===== src/rtl/uart_pkg.sv =====
// Shared UART definitions: receiver state encoding and default frame geometry.
// Intended to be reused by the companion transmitter.
package uart_pkg;

  localparam int UART_OVERSAMPLE_DEF = 16;
  localparam int UART_DATA_BITS_DEF  = 8;

  typedef enum logic [2:0] {
    ST_IDLE   = 3'd0,
    ST_START  = 3'd1,
    ST_DATA   = 3'd2,
    ST_PARITY = 3'd3,
    ST_STOP   = 3'd4,
    ST_BREAK  = 3'd5
  } uart_rx_state_t;

endpackage


===== src/rtl/uart_rx_sync.sv =====
// Two-flop synchronizer for an asynchronous single-bit input, with a
// parameterised reset value so an idle-high line does not look active out of reset.
module uart_rx_sync #(
  parameter logic RST_VAL = 1'b1
) (
  input  logic clk,
  input  logic rst_n,
  input  logic d,
  output logic q
);

  logic sync_p0;
  logic sync_p1;

  always_ff @(posedge clk or negedge rst_n) begin
    if (!rst_n) begin
      sync_p0 <= RST_VAL;
      sync_p1 <= RST_VAL;
    end else begin
      sync_p0 <= d;
      sync_p1 <= sync_p0;
    end
  end

  assign q = sync_p1;

endmodule


===== src/rtl/uart_rx.sv =====
// Oversampled UART receiver (start + DATA_BITS + stop) feeding a one-entry
// valid/ready holding register. Define UART_RX_PARITY_EN to add an even-parity bit and parity_err.
module uart_rx
  import uart_pkg::*;
#(
  parameter int DATA_BITS  = UART_DATA_BITS_DEF,
  parameter int OVERSAMPLE = UART_OVERSAMPLE_DEF
) (
  input  logic                 clk,
  input  logic                 rst_n,
  input  logic                 baud_tick,
  input  logic                 rxd,
  output logic [DATA_BITS-1:0] rx_data,
  output logic                 rx_valid,
  input  logic                 rx_ready,
  output logic                 frame_err,
  output logic                 overrun
`ifdef UART_RX_PARITY_EN
  ,
  output logic                 parity_err
`endif
);

  localparam int CNT_W = $clog2(OVERSAMPLE);
  localparam int IDX_W = $clog2(DATA_BITS);
  localparam logic [CNT_W-1:0] CNT_MID  = CNT_W'(OVERSAMPLE / 2 - 1);
  localparam logic [CNT_W-1:0] CNT_END  = CNT_W'(OVERSAMPLE - 1);
  localparam logic [IDX_W-1:0] IDX_LAST = IDX_W'(DATA_BITS - 1);

  uart_rx_state_t       state;
  uart_rx_state_t       state_nxt;
  logic                 rxd_s;
  logic [CNT_W-1:0]     cnt;
  logic [IDX_W-1:0]     idx;
  logic [DATA_BITS-1:0] shreg;
  logic                 tick_mid;
  logic                 tick_end;
  logic                 par_ok;
  logic                 start_ok;
  logic                 shift_en;
  logic                 load;
  logic                 ferr_set;
  logic                 ovr_set;
`ifdef UART_RX_PARITY_EN
  logic                 par_bit;
  logic                 par_en;
  logic                 perr_set;
`endif

  uart_rx_sync #(.RST_VAL(1'b1)) u_sync (
    .clk   (clk),
    .rst_n (rst_n),
    .d     (rxd),
    .q     (rxd_s)
  );

  // Once START has aligned the counter to mid-bit, every later wrap lands mid-bit too.
  assign tick_mid = baud_tick && (cnt == CNT_MID);
  assign tick_end = baud_tick && (cnt == CNT_END);

`ifdef UART_RX_PARITY_EN
  assign par_ok = ~(^{shreg, par_bit});
`else
  assign par_ok = 1'b1;
`endif

  always_ff @(posedge clk or negedge rst_n) begin
    if (!rst_n) state <= ST_IDLE;
    else        state <= state_nxt;
  end

  always_comb begin
    state_nxt = state;
    case (state)
      ST_IDLE:   if (!rxd_s) state_nxt = ST_START;
      ST_START:  if (tick_mid) state_nxt = rxd_s ? ST_IDLE : ST_DATA;
      ST_DATA: begin
        if (tick_end && (idx == IDX_LAST)) begin
`ifdef UART_RX_PARITY_EN
          state_nxt = ST_PARITY;
`else
          state_nxt = ST_STOP;
`endif
        end
      end
`ifdef UART_RX_PARITY_EN
      ST_PARITY: if (tick_end) state_nxt = ST_STOP;
`endif
      ST_STOP:   if (tick_end) state_nxt = rxd_s ? ST_IDLE : ST_BREAK;
      ST_BREAK:  if (rxd_s) state_nxt = ST_IDLE;
      default:   state_nxt = ST_IDLE;
    endcase
  end

  // A good frame loads only if the holding register is empty or draining this cycle.
  always_comb begin
    start_ok = 1'b0;
    shift_en = 1'b0;
    load     = 1'b0;
    ferr_set = 1'b0;
    ovr_set  = 1'b0;
`ifdef UART_RX_PARITY_EN
    par_en   = 1'b0;
    perr_set = 1'b0;
`endif
    case (state)
      ST_START: start_ok = tick_mid && !rxd_s;
      ST_DATA:  shift_en = tick_end;
`ifdef UART_RX_PARITY_EN
      ST_PARITY: par_en = tick_end;
`endif
      ST_STOP: begin
        if (tick_end) begin
          ferr_set = !rxd_s;
`ifdef UART_RX_PARITY_EN
          perr_set = !par_ok;
`endif
          if (rxd_s && par_ok) begin
            if (rx_valid && !rx_ready) ovr_set = 1'b1;
            else                       load    = 1'b1;
          end
        end
      end
      default: ;
    endcase
  end

  always_ff @(posedge clk or negedge rst_n) begin
    if (!rst_n)                                            cnt <= '0;
    else if (state == ST_IDLE || state == ST_BREAK || start_ok) cnt <= '0;
    else if (tick_end)                                     cnt <= '0;
    else if (baud_tick)                                    cnt <= cnt + CNT_W'(1);
  end

  always_ff @(posedge clk or negedge rst_n) begin
    if (!rst_n) begin
      idx   <= '0;
      shreg <= '0;
    end else begin
      if (start_ok)      idx <= '0;
      else if (shift_en) idx <= idx + IDX_W'(1);
      if (shift_en) shreg <= {rxd_s, shreg[DATA_BITS-1:1]};
    end
  end

`ifdef UART_RX_PARITY_EN
  always_ff @(posedge clk or negedge rst_n) begin
    if (!rst_n)      par_bit <= 1'b0;
    else if (par_en) par_bit <= rxd_s;
  end
`endif

  // Holding register: a new load beats a simultaneous handshake.
  always_ff @(posedge clk or negedge rst_n) begin
    if (!rst_n) begin
      rx_valid  <= 1'b0;
      rx_data   <= '0;
      frame_err <= 1'b0;
      overrun   <= 1'b0;
    end else begin
      if (load) begin
        rx_valid <= 1'b1;
        rx_data  <= shreg;
      end else if (rx_ready) begin
        rx_valid <= 1'b0;
      end
      frame_err <= ferr_set;
      overrun   <= ovr_set;
    end
  end

`ifdef UART_RX_PARITY_EN
  always_ff @(posedge clk or negedge rst_n) begin
    if (!rst_n) parity_err <= 1'b0;
    else        parity_err <= perr_set;
  end
`endif

endmodule


===== config.mk =====
export PLATFORM = sky130hd
export DESIGN_NAME = uart_rx
export DESIGN_NICKNAME = d
export VERILOG_FILES = /design/src/rtl/uart_pkg.sv /design/src/rtl/uart_rx_sync.sv /design/src/rtl/uart_rx.sv
export SDC_FILE = /design/constraint.sdc
export NUM_CORES = 1
export LEC_CHECK = 0
export ABC_AREA = 1
export CAP_MARGIN = 20
export CORE_ASPECT_RATIO = 1.2
export CORE_MARGIN = 5
export CORE_UTILIZATION = 37
export CTS_CLUSTER_DIAMETER = 60
export DETAILED_ROUTE_END_ITERATION = 7
export HOLD_SLACK_MARGIN = 0.06
export PLACE_DENSITY = 0.58
export SETUP_SLACK_MARGIN = 0.5
export SLEW_MARGIN = 20
export SYNTH_ARGS = -nofsm -noshare
export SYNTH_HDL_FRONTEND = slang
export SYNTH_HIERARCHICAL = 1
export SYNTH_SLANG_ARGS = --single-unit

===== constraint.sdc =====
create_clock -name clk -period 2.3 [get_ports clk]
set_input_delay 0.345 -clock clk [delete_from_list [all_inputs] [get_ports clk]]
set_output_delay 0.345 -clock clk [all_outputs]
set_load 0.05 [all_outputs]

==> flow_summary_export.csv <==
group,metric,value,unit
timing,clock.fmax,571,MHz
route,ant_nets,0,
grt,grtUsageTotal,0.116,
pwr,cellPowerDensity,793,nW/um^2
outcome,status,"completed",
cts,clock_path_buffers,2,
synth,yosysWarnings,6,
timing,fin_crit,1750,ps
pwr,total_power,1440,uW
timing,worst_slack,549,ps
synth,synth_cell_types,25,
cts,cts.sinks,31,
route,drc,0,
route,wl,2.64,mm
setup_path,critPathKind,"reg2out",
placement,dpl.hpwl,1.86,mm
placement,place_congestion,0.823,
setup_path,cp-start-kind,"register",
timing,hold_ws,357,ps
setup_path,cp_cell_sequence,"clkdlybuf4s50_1",
final_layout,fill_cells,368,
synth,ys_ff_latch,31,
synth,synth_area,1490,um^2
timing,hold_viol,0,
timing,min_period_over_period,0.761,
setup_path,critical_path.top_delay_family,"buffers and inverters",
die,core-area,3910,um^2
setup_path,max_stage_delay,800,ps
timing,fin_skew,5.65,ps
die,fp.dieW,67.9,um
die,ios,16,
die,num_rows,25,
cts,clkTransAtPathRegs,70,ps
synth,syn_avg_cell_area,9.80,um^2
synth,synthTopCellsByArea,"dfrtp_1 (49%), o21ai_2 (9.4%), nand2_1 (8.8%)",
cts,root_buffer,"clkbuf_8",
synth,synth_cells,152,
pwr,leakagePower,0.000964,uW
timing,tightest_slew,517,ps
route,vias,1048,
grt,grt_pass1_vias,1077,
synth,netlist.area_leader.share,0.487,
synth,synth_seq_area_share,0.522,
grt,antenna_found_initial,0,
route,drt_iter0_markers,73,
timing,finalSetupViolCount,0,
min_path,min_path_type,"reg2reg",
die,die_h,79.5,um
setup_path,crit_path_max_fanout,1,
cts,cts_buffers,5,
setup_path,path_buf_inv,1,
timing,fin_setup_tns,0,ps
cts,htreeDepth,2,
timing,drv_slew,0,
final_layout,diodes,0,
pwr,ir_drop,0.000370,V
final_layout,syn2layout_area_growth,21.7,%
timing,rsz0062_at_grt,"no",
final_layout,final_net_count,180,
synth,syn_nets,160,
grt,grt_start_max_net_pins,32,
timing,slew_headroom,0.655,
cts,post_cts_buffers,0,
cts,cts_tree,"done",
setup_path,crit_required,1960,ps
setup_path,slowest_stage,"clkdlybuf4s50_1",
route,avgViaCountPerCell,4.62,
cts,clk-insertion-delay-late,280,ps
placement,pre_cts_ws,385,ps
final_layout,layout-drive-gt1-share,0.249,
setup_path,cp-end-kind,"primary output",
placement,port-buffer-count,15,
grt,overflow,0,
route,drt_pass1_iterations,4,
job,maxCapViolCount,0,
synth,synth_top_area_cell,"dfrtp_1",
route,wl_per_cell,11.6,um
die,dieArea,5400,um^2
die,start_util,0.381,
setup_path,cp_data_arrival_time,1410,ps
grt,grt_pass1_wl,4.64,mm
==> logic make-up (layout without fill, tap and decap cells) <==
| kind of cell | after synthesis | after routing | synth area share |
|---|---|---|---|
| adders and majority gates | 3 | 3 | 0.0252 |
| and+or+nand+nor | 74 | 74 | 0.265 |
| DFF | 31 | 31 | 0.522 |
| buffers and inverters | 22 | 43 | 0.0705 |
| AOI/OAI and AO/OA | 22 | 22 | 0.117 |
==> per-stage QoR <==
stage,area (um^2),utilization,cells
2_1_floorplan,1490,-,152
3_3_place_gp,1680,0.430,219
3_5_place_dp,1680,0.430,219
4_1_cts,1800,0.460,227
5_1_grt,1810,0.464,227
6_report,1810,0.464,227
==> per-layer routing <==
| layer | global-route usage | wire length (um) | up-vias |
|---|---|---|---|
| met3 | 0.0479 | 92 | 6 |
| met1 | 0.134 | 1210 | 501 |
| met2 | 0.183 | 1290 | 16 |
| met5 | 0 | 0 | - |
| met4 | 0.0537 | 46 | 0 |
| li1 | - | - | 525 |
==> report_power, final <==
group          total (uW)  switching, uW  internal [uW]
Sequential            638           54.9            583
Combinational         250            158           91.4
Clock                 551            201            350
Total                1440            414           1020
==> cell type report <==
cell class	instances	area [um^2]	area share
inverters	19	71.3	0.0393
flip-flops and latches	31	778	0.429
clock buffers	6	82.6	0.0455
clock inverters	2	35.0	0.0193
well taps	54	67.6	0.0372
repair buffers	16	173	0.0952
multi-input cells	99	607	0.334
==> synthesized netlist by cell type <==
library cell / n
dfstp_2: 2
nand3_4: 1
o21ai_1: 1
nor3_2: 1
nor2_4: 2
o21ai_0: 1
nand2_4: 1
ha_1: 3
buf_6: 3
a21oi_1: 3
nor2_1: 10
a21oi_2: 1
nor2_8: 1
inv_1: 19
nand2_1: 35
nor3_4: 1
nor2_2: 2
nand2_2: 5
dfrtp_1: 29
nor4_1: 1
o21ai_2: 16
nor3_1: 2
nand4_1: 3
nand3_2: 1
nand3_1: 8
==> worst paths after layout <==
kind / cells past startpoint / startpoint / slack, ps / end
setup / recovery: 1 / overrun / 550 / overrun
hold / removal: 0 / u_sync/sync_p0 / 360 / u_sync/q
setup reg to reg: 6 / cnt[0] / 740 / idx[0]
hold reg to reg: 0 / u_sync/sync_p0 / 360 / u_sync/q
max in group asynchronous: 2 / rst_n / 1530 / u_sync/sync_p0
min in group asynchronous: 2 / rst_n / 450 / cnt[3]
==> state kept, by name, summed over array words and instances, names as in the netlist, 3 cells and up <==
name,cells
rx_data,8
idx,3
state,3
cnt,4
shreg,8
==> placed cells by master, fill, tap and decap left out, drive strengths merged <==
cell type      count
clkdlybuf4s50      6
dfrtp             29
buf                1
o21ai             18
nand4              3
dlygate4sd2        2
nor4               1
bufinv             1
nor2              15
clkbuf             6
a21oi              4
inv               19
clkinv             1
dfstp              2
nor3               4
ha                 3
dlymetal6s2s       7
nand2             41
nand3             10
==> repair_timing <==
item | in CTS | in global routing
pin swaps | 0 | 0
hold buffers | 0 | 0
setup endpoints to repair | 2 | 7
gates resized for setup | 2 | 7
No activity file was read; power rests on OpenSTA's default activity.
